<file path="src/rtl/bcd_scan_display_pkg.sv">
// Segment patterns shared by the scanned BCD display and its decoder.
// Patterns are {g,f,e,d,c,b,a}, active-low.
package bcd_scan_display_pkg;

  localparam logic [6:0] SEG_0     = 7'h40;
  localparam logic [6:0] SEG_1     = 7'h79;
  localparam logic [6:0] SEG_2     = 7'h24;
  localparam logic [6:0] SEG_3     = 7'h30;
  localparam logic [6:0] SEG_4     = 7'h19;
  localparam logic [6:0] SEG_5     = 7'h12;
  localparam logic [6:0] SEG_6     = 7'h02;
  localparam logic [6:0] SEG_7     = 7'h78;
  localparam logic [6:0] SEG_8     = 7'h00;
  localparam logic [6:0] SEG_9     = 7'h10;
  localparam logic [6:0] SEG_DASH  = 7'h3F;
  localparam logic [6:0] SEG_BLANK = 7'h7F;

endpackage

</file>
<file path="src/rtl/bcd_scan_display_seg.sv">
// 4-bit code to 7-segment pattern; non-decimal codes show a dash.
module bcd_to_seg
  import bcd_scan_display_pkg::*;
(
  input  logic [3:0] code_i,
  output logic [6:0] seg_o
);

  // Pure lookup, no state.
  always_comb begin
    seg_o = SEG_DASH;
    case (code_i)
      4'd0:    seg_o = SEG_0;
      4'd1:    seg_o = SEG_1;
      4'd2:    seg_o = SEG_2;
      4'd3:    seg_o = SEG_3;
      4'd4:    seg_o = SEG_4;
      4'd5:    seg_o = SEG_5;
      4'd6:    seg_o = SEG_6;
      4'd7:    seg_o = SEG_7;
      4'd8:    seg_o = SEG_8;
      4'd9:    seg_o = SEG_9;
      default: seg_o = SEG_DASH;
    endcase
  end

endmodule

</file>
<file path="src/rtl/bcd_scan_display.sv">
// Multiplexed BCD display driver: captures a converter result on the rising
// edge of ready and scans one digit per refresh slot with optional
// leading-zero blanking.
module bcd_scan_display
  import bcd_scan_display_pkg::*;
#(
  parameter int nDigits    = 4,
  parameter int refreshDiv = 50000
) (
  input  logic                 clk,
  input  logic                 rst,
  input  logic                 ready,
  input  logic [nDigits*4-1:0] bcd,
  input  logic                 blank_lz,
  output logic [6:0]           seg,
  output logic [nDigits-1:0]   an
);

  localparam int PW = $clog2(refreshDiv);
  localparam int IW = (nDigits > 1) ? $clog2(nDigits) : 1;

  logic                 ready_q, ready_d;
  logic [nDigits*4-1:0] shadow_q, shadow_d;
  logic [PW-1:0]        presc_q, presc_d;
  logic [IW-1:0]        idx_q, idx_d;
  logic [6:0]           seg_q, seg_d;
  logic [nDigits-1:0]   an_q, an_d;

  logic                 capture;
  logic                 tick;
  logic [IW-1:0]        idx_nxt;
  logic [3:0]           sel_code;
  logic                 upper_zero;
  logic                 blank;
  logic [nDigits-1:0]   an_new;
  logic [6:0]           dec_seg;

  bcd_to_seg u_dec (
    .code_i (sel_code),
    .seg_o  (dec_seg)
  );

  // Next-state: capture, prescaler, scan index and the registered drive.
  // Decode always reads shadow_q, so a capture on a tick edge shows the
  // previous value for that one slot.
  always_comb begin
    ready_d    = ready;
    capture    = ready && !ready_q;
    shadow_d   = capture ? bcd : shadow_q;

    tick       = (presc_q == PW'(refreshDiv - 1));
    presc_d    = tick ? '0 : presc_q + 1'b1;

    idx_nxt    = (idx_q == IW'(nDigits - 1)) ? '0 : idx_q + 1'b1;
    idx_d      = tick ? idx_nxt : idx_q;

    sel_code   = 4'd0;
    upper_zero = 1'b1;
    an_new     = '1;
    for (int k = 0; k < nDigits; k++) begin
      if (k == int'(idx_nxt)) begin
        sel_code  = shadow_q[4*k +: 4];
        an_new[k] = 1'b0;
      end
      if (k >= int'(idx_nxt) && shadow_q[4*k +: 4] != 4'd0) begin
        upper_zero = 1'b0;
      end
    end
    blank = blank_lz && (idx_nxt != '0) && upper_zero;
    if (blank) begin
      an_new = '1;
    end

    seg_d = seg_q;
    an_d  = an_q;
    if (tick) begin
      seg_d = blank ? SEG_BLANK : dec_seg;
      an_d  = an_new;
    end
  end

  // State registers; reset blanks the display without waiting for clk.
  always_ff @(posedge clk or posedge rst) begin
    if (rst) begin
      ready_q  <= 1'b1;
      shadow_q <= '0;
      presc_q  <= '0;
      idx_q    <= '0;
      seg_q    <= SEG_BLANK;
      an_q     <= '1;
    end else begin
      ready_q  <= ready_d;
      shadow_q <= shadow_d;
      presc_q  <= presc_d;
      idx_q    <= idx_d;
      seg_q    <= seg_d;
      an_q     <= an_d;
    end
  end

  assign seg = seg_q;
  assign an  = an_q;

endmodule

</file>
<file path="config.mk">
export PLATFORM = sky130hd
export DESIGN_NAME = bcd_scan_display
export DESIGN_NICKNAME = d
export VERILOG_FILES = /design/src/rtl/bcd_scan_display_pkg.sv /design/src/rtl/bcd_scan_display_seg.sv /design/src/rtl/bcd_scan_display.sv
export SDC_FILE = /design/constraint.sdc
export NUM_CORES = 1
export LEC_CHECK = 0
export ABC_CLOCK_PERIOD_IN_PS = 2800
export BUFFER_PORTS_ARGS = -buffer_cell sky130_fd_sc_hd__buf_4
export CAP_MARGIN = 40
export CORE_AREA = 2 2 70 72
export DETAILED_ROUTE_END_ITERATION = 16
export DIE_AREA = 0 0 72 74
export HOLD_SLACK_MARGIN = 0.1
export PLACE_DENSITY = 0.7
export SLEW_MARGIN = 20
export SYNTH_ARGS = -nofsm -noshare
export SYNTH_HDL_FRONTEND = slang
export SYNTH_SLANG_ARGS = --single-unit
</file>
<file path="constraint.sdc">
create_clock -name clk -period 2.8 [get_ports clk]
set_input_delay 0.28 -clock clk [delete_from_list [all_inputs] [get_ports clk]]
set_output_delay 0.28 -clock clk [all_outputs]
set_load 0.01 [all_outputs]
</file>
# After elaboration in Yosys (flattened, before gate mapping)
# Memories as Yosys holds them, arrays and structs flattened.
# Index checks and enable logic that the tools add are counted.
word_totals:
  latchBits: 0
  mem_bits_ro: 112
  out_inout_bits: 11
  ram_bits: 0
  ff_bits: 46
  in_bits: 20
  memories: 1
memory_table:
  columns: ["memory", "depth", "width", "rd", "rd_ports_with_merged_regs", "write_ports", "line", "text"]
  rows:
  - ["(no name shown)", 16, 7, 1, 0, 0, "bcd_scan_display_seg.sv:12", "case (code_i)"]
classes:
  reduce_logical: 13
  n_bitwise: 0
  multipliers: 0
  muxes: 16
  n_addsub: 2
  magnitude_cmp: 3
  shift: 0
  eq_ne: 5
  n_div: 0
ops:
  columns: ["op", "count"]
  rows:
  - ["4-bit two-way mux", 5]
  - ["16-bit by 1-bit adder with 16-bit output (second input constant)", 1]
  - ["16-bit equality test (second input constant)", 1]
  - ["16-bit two-way mux", 1]
  - ["4-bit nonzero test", 4]
  - ["1-bit two-way mux", 8]
  - ["7-bit two-way mux", 1]
  - ["1-bit logical AND", 6]
  - ["2-bit equality test (first input constant)", 2]
  - ["1-bit by 2-bit greater-or-equal comparator with 1-bit output (first input constant)", 2]
  - ["2-bit by 1-bit adder with 2-bit output (second input constant)", 1]
  - ["1-bit by 2-bit equality test with 1-bit output (first input constant)", 1]
  - ["2-bit equality test (second input constant)", 1]
  - ["2-bit greater-or-equal comparator (first input constant)", 1]
  - ["2-bit zero test", 1]
  - ["2-bit two-way mux", 1]
  - ["2-bit nonzero test", 1]
  - ["1-bit zero test", 1]

# Logic depth before layout (Yosys ltp)
logic_depth:
  ltp_word: 10
  mapped_depth: 11
  ltp_nobuf: 10

# By module
# From an unflattened synthesis, not the netlist that was laid out.
unflattened:
  hier_cells: 224
  area_unflattened_um2: 2384.8
by_module_without_submodules:
  columns: ["mod", "area_each_um2", "instances", "seq_area_each_um2", "cells_per_inst"]
  rows:
  - ["bcd_scan_display", 2179.6, 1, 1166.1, 191]
  - ["bcd_to_seg", 205.2, 1, 0.0, 33]

# Least setup slack after synthesis
# No wires, ideal clock.
synth_path:
  path_type: "register -> register"
  startpoint: "register idx_q[0]"
  endpoint: "register seg_q[5], in the netlist seg[5]"
  t_arrival_ps: 1935
  path_slack_ps: 788
  synth_period_minus_slack_ps: 2012
  stages_incl_launch_ff: 11
  setup_ps: 77
  path_buffers: 0
  path_cell_list: "dfrtp_1 > inv_1 > ha_1 > nand3b_1 > a221o_2 > inv_1 > ha_1 > inv_1 > o2111ai_1 > o311ai_0 > a31oi_1"
synth_between:
  elab_chain_len: 10
synth_lines:
  columns: ["item", "line", "text"]
  rows:
  - ["from (decl)", "bcd_scan_display.sv:25", "logic [IW-1:0] idx_q, idx_d;"]
  - ["from (signal assigned)", "bcd_scan_display.sv:95", "idx_q <= idx_d;"]
  - ["2-bit by 1-bit adder with 2-bit output or 2-bit equality test (tied branches)", "bcd_scan_display.sv:54", "idx_nxt = (idx_q == IW'(nDigits - 1)) ? '0 : idx_q + 1'b1;"]
  - ["2-bit two-way mux (*)", "bcd_scan_display.sv:54", null]
  - ["parallel branches: the longest is 7 deep, another holds memory 16 x 7 bit", null, null]
  - ["7-bit two-way mux (*)", "bcd_scan_display.sv:77", "seg_d = blank ? SEG_BLANK : dec_seg;"]
  - ["to (signal assigned)", "bcd_scan_display.sv:96", "seg_q <= seg_d;"]
  - ["to (decl)", "bcd_scan_display.sv:26", "logic [6:0] seg_q, seg_d;"]
# Every way passes the cells marked *.
# A chain may end at the register's enable or synchronous reset.

# Final worst setup path
# Same ends and word-level chain as after synthesis.

==> summary.md <==
| Metric | Value |
|---|---|
| Final number of hold-violating endpoints | 0 |
| Cts repair resizes | 0 |
| P_leak | 1.14 nW |
| Drc violations | 0 |
| Avg Inst Size Synth | 11.2 um^2 |
| Post CTS Setup Buffer Count | 0 |
| Reg2reg setup slack | 0.43 ns |
| Seq pwr share | 56.8% |
| Combinational Power Share | 11.5% |
| DRT Wirelength | 4100 um |
| FFs w/ async S/R, synth | 100% |
| Layout area overhead | 17.8% |
| Clk sinks | 46 |
| Die Height | 74 um |
| Syn nets | between 200 and 250 |
| Yosys Warn Count | 0 |
| Initial antenna violation count | 0 |
| Die ar. | ~5300 um^2 |
| Grt total ovfl | 0 |
| Most frequent cell after synthesis | dfrtp_1 |
| CTS tree | built |
| Clock H-tree levels | 2 |
| Crit start category | flip-flop |
| Final setup violation count | 0 |
| Crit path DAT | 2.60 ns |
| Min cycle time layout | 2.37 ns |
| Clock root cell | clkbuf_8 |
| Fin nets | around 260 |
| Mapped cell area | between 2000 and 2500 um^2 |
| DP Wirelength | 3110 um |
| Critical path endpoint category | flip-flop |
| Clock network fraction of total power | 31.8% |
| Mean routed wirelength per cell | 14.1 um |
| Max_cap viols | 0 |
| #FFs+latches synth | 46 |
| Total GRT Usage | 17.9% |
| Largest cells by area after synthesis | dfrtp_1 (38%), dfstp_2 (14%), mux2_2 (6.6%) |
| Critical-path maximum fanout | 13 |
| Synth cell count leaders | dfrtp_1 (34), nor2_1 (23), mux2_2 (13) |
| Worst-skew pair later-pin latency | about 0.30 ns |
| VDD IR max | 0.306 mV |
| Diodes inserted | 0 |
| Clock skew | 0.00972 ns |
| Internal power | 0.954 mW |
| GPL Wtd Cong | 0.863 |
| Vias in the first global route | 1504 |
| Clock transition at the registers of the reported paths | roughly 0.09 ns |
| Req. time, crit path | 3.03 ns |
| CTS Buffer Depth | 2 |
| CTS Buf Count | 5 |
| Core Box Area | 4600 um^2 |
| Largest net degree at the start of global routing | 28 |
| RSZ-0062 raised after global routing | no |
| Layout cell share with drive strength beyond 1 | 30.1% |
| Sw power | about 0.32 mW |
| Power density cells | ~490 nW/um^2 |
| Via count | ~1600 |
| First-pass GRT wire length | 7240 um |
| I/O pin count | 31 |
| Post-synth EDFFs | 0 |
| Top cell type by total area after synthesis | dfrtp_1 |
| Starting Density | 48.5% |
| WHS | roughly 0.18 ns |
| Number of buffers added on ports | 30 |
| Syn Inst Count | 199 |
| Net Sw Frac | between 20 and 30% |
| Tcrit/Tclk final | 84.6% |
| FMAX | 422 MHz |
| Die Wd | approximately 72 um |
| Vias/cell | 5.42 |
| # rows | 25 |
| Slew at the pin closest to its max-slew limit | ~0.52 ns |
| Status | completed |
| Router iterations before antenna repair | 4 |
| TNS Setup | 0 ns |
| Hold crit path type | in -> reg |
| Final Slew Violations | 0 |
| Antenna-violating nets left | 0 |
| Main synth FF type | dfrtp_1 |
| Sequential-to-total area share from yosys stat | 52.2% |
| Setup CP Type | reg -> reg |
| Initial DRC Count | 84 |
| Unique cell type count in the Yosys netlist | 46 |
| Top-area cell type share of the netlist area | 38.1% |
| Rel. slew slack | about two thirds |
layout by cell type (no fill, tap or decap), drive strengths merged, types with 2 or more instances in the layout:
cell,n
nand4,3
a221o,2
clkbuf,5
nand2,7
nand3b,4
a41oi,2
clkinv,3
inv,11
nor2,23
nand3,8
nor2b,2
or3b,2
dfrtp,34
dfstp,12
and3,2
a31oi,7
nor3b,3
mux2,13
o21ai,5
a21oi,2
a211oi,3
ha,7
nor3,3
nor4,4
xor2,7
dlygate4sd3,2
nor4bb,2
xnor2,7
buf,34
kinds of logic after synthesis:
family | share of synthesized area [%]
AOI/OAI and AO/OA | 10.4
xor gates and xnor gates | 5.49
adders and majority gates | 3.92
buffers and inverters | 3.64
DFF | 52.2
muxes | 7.01
and+or+nand+nor | 17.3
area by class of cell:
class / count / area [um^2]
Clock buffer: 5 / 68.8
Inverter: 11 / 41.3
Sequential cell: 46 / 1170
Multi-Input combinational cell: 135 / 985
Timing Repair Buffer: 36 / 283
Fill cell: 423 / 1970
Clock inverter: 3 / 18.8
Tap cell: 54 / 67.6
per-stage QoR:
step           setup slack (ns)  utilization (%)  std cells  cell area [um^2]  total power [mW]
3_3_place_gp              0.574             54.5        279              2510             0.878
6_report                  0.432             57.2        290              2630              1.28
4_1_cts                   0.430             57.2        290              2630              1.29
2_1_floorplan             0.788                -        199              2230             0.829
3_5_place_dp              0.464             54.9        280              2520             0.884
5_1_grt                   0.180             57.2        290              2630              1.34
worst max-delay path, cell delays in order (launching register included):
cell	delay, ns
dfrtp_1	0.42
inv_1	0.13
ha_1	0.43
a211oi_1	0.11
a221o_2	0.41
inv_1	0.12
ha_1	0.15
inv_1	0.04
o2111ai_1	0.12
o311ai_0	0.18
a31oi_1	0.19
sequential cells by signal, summed over array words and instances, names as in the netlist:
register	cells
an	4
idx_q	2
presc_q	16
ready_q	1
seg	7
shadow_q	16
worst paths after layout:
kind | startpoint | endpoint | cells after the start
max | idx_q[0]$_DFFE_PP0N_ | seg[5]$_DFFE_PP1N_ | 10
min | bcd[13] | shadow_q[13]$_DFFE_PP0P_ | 3
max reg2reg | idx_q[0]$_DFFE_PP0N_ | seg[5]$_DFFE_PP1N_ | 10
min reg2reg | an[0]$_DFFE_PP1N_ | an[0]$_DFFE_PP1N_ | 2
min in group asynchronous | rst | presc_q[15]$_DFF_PP0_ | 3
max in group asynchronous | rst | seg[3]$_DFFE_PP1N_ | 4
layer usage:
metal | wire [um] | share of wire (%) | global-route usage (%) | vias to the layer above
met4 | 85 | 2.1 | 6.92 | 0
met5 | 0 | 0 | 0 | -
li1 | - | - | - | 786
met3 | 149 | 3.6 | 4.74 | 8
met2 | 1790 | 44 | 26.5 | 28
met1 | 2080 | 51 | 25.4 | 750
repair_timing:
| item | in CTS | in global routing |
|---|---|---|
| hold endpoints to repair | 13 | 0 |
| endpoints found under the setup margin | 0 | 0 |
| hold buffers | 2 | 0 |
power groups by stage:
stage          sequential, mW  combinational [mW]  clock (mW)
6_report                0.726               0.147       0.406
5_1_grt                 0.731               0.166       0.444
4_1_cts                 0.726               0.148       0.419
3_5_place_dp            0.738               0.146           0
3_3_place_gp            0.738               0.140           0
2_1_floorplan           0.727               0.102           0
(Power assumes the default switching activity.)
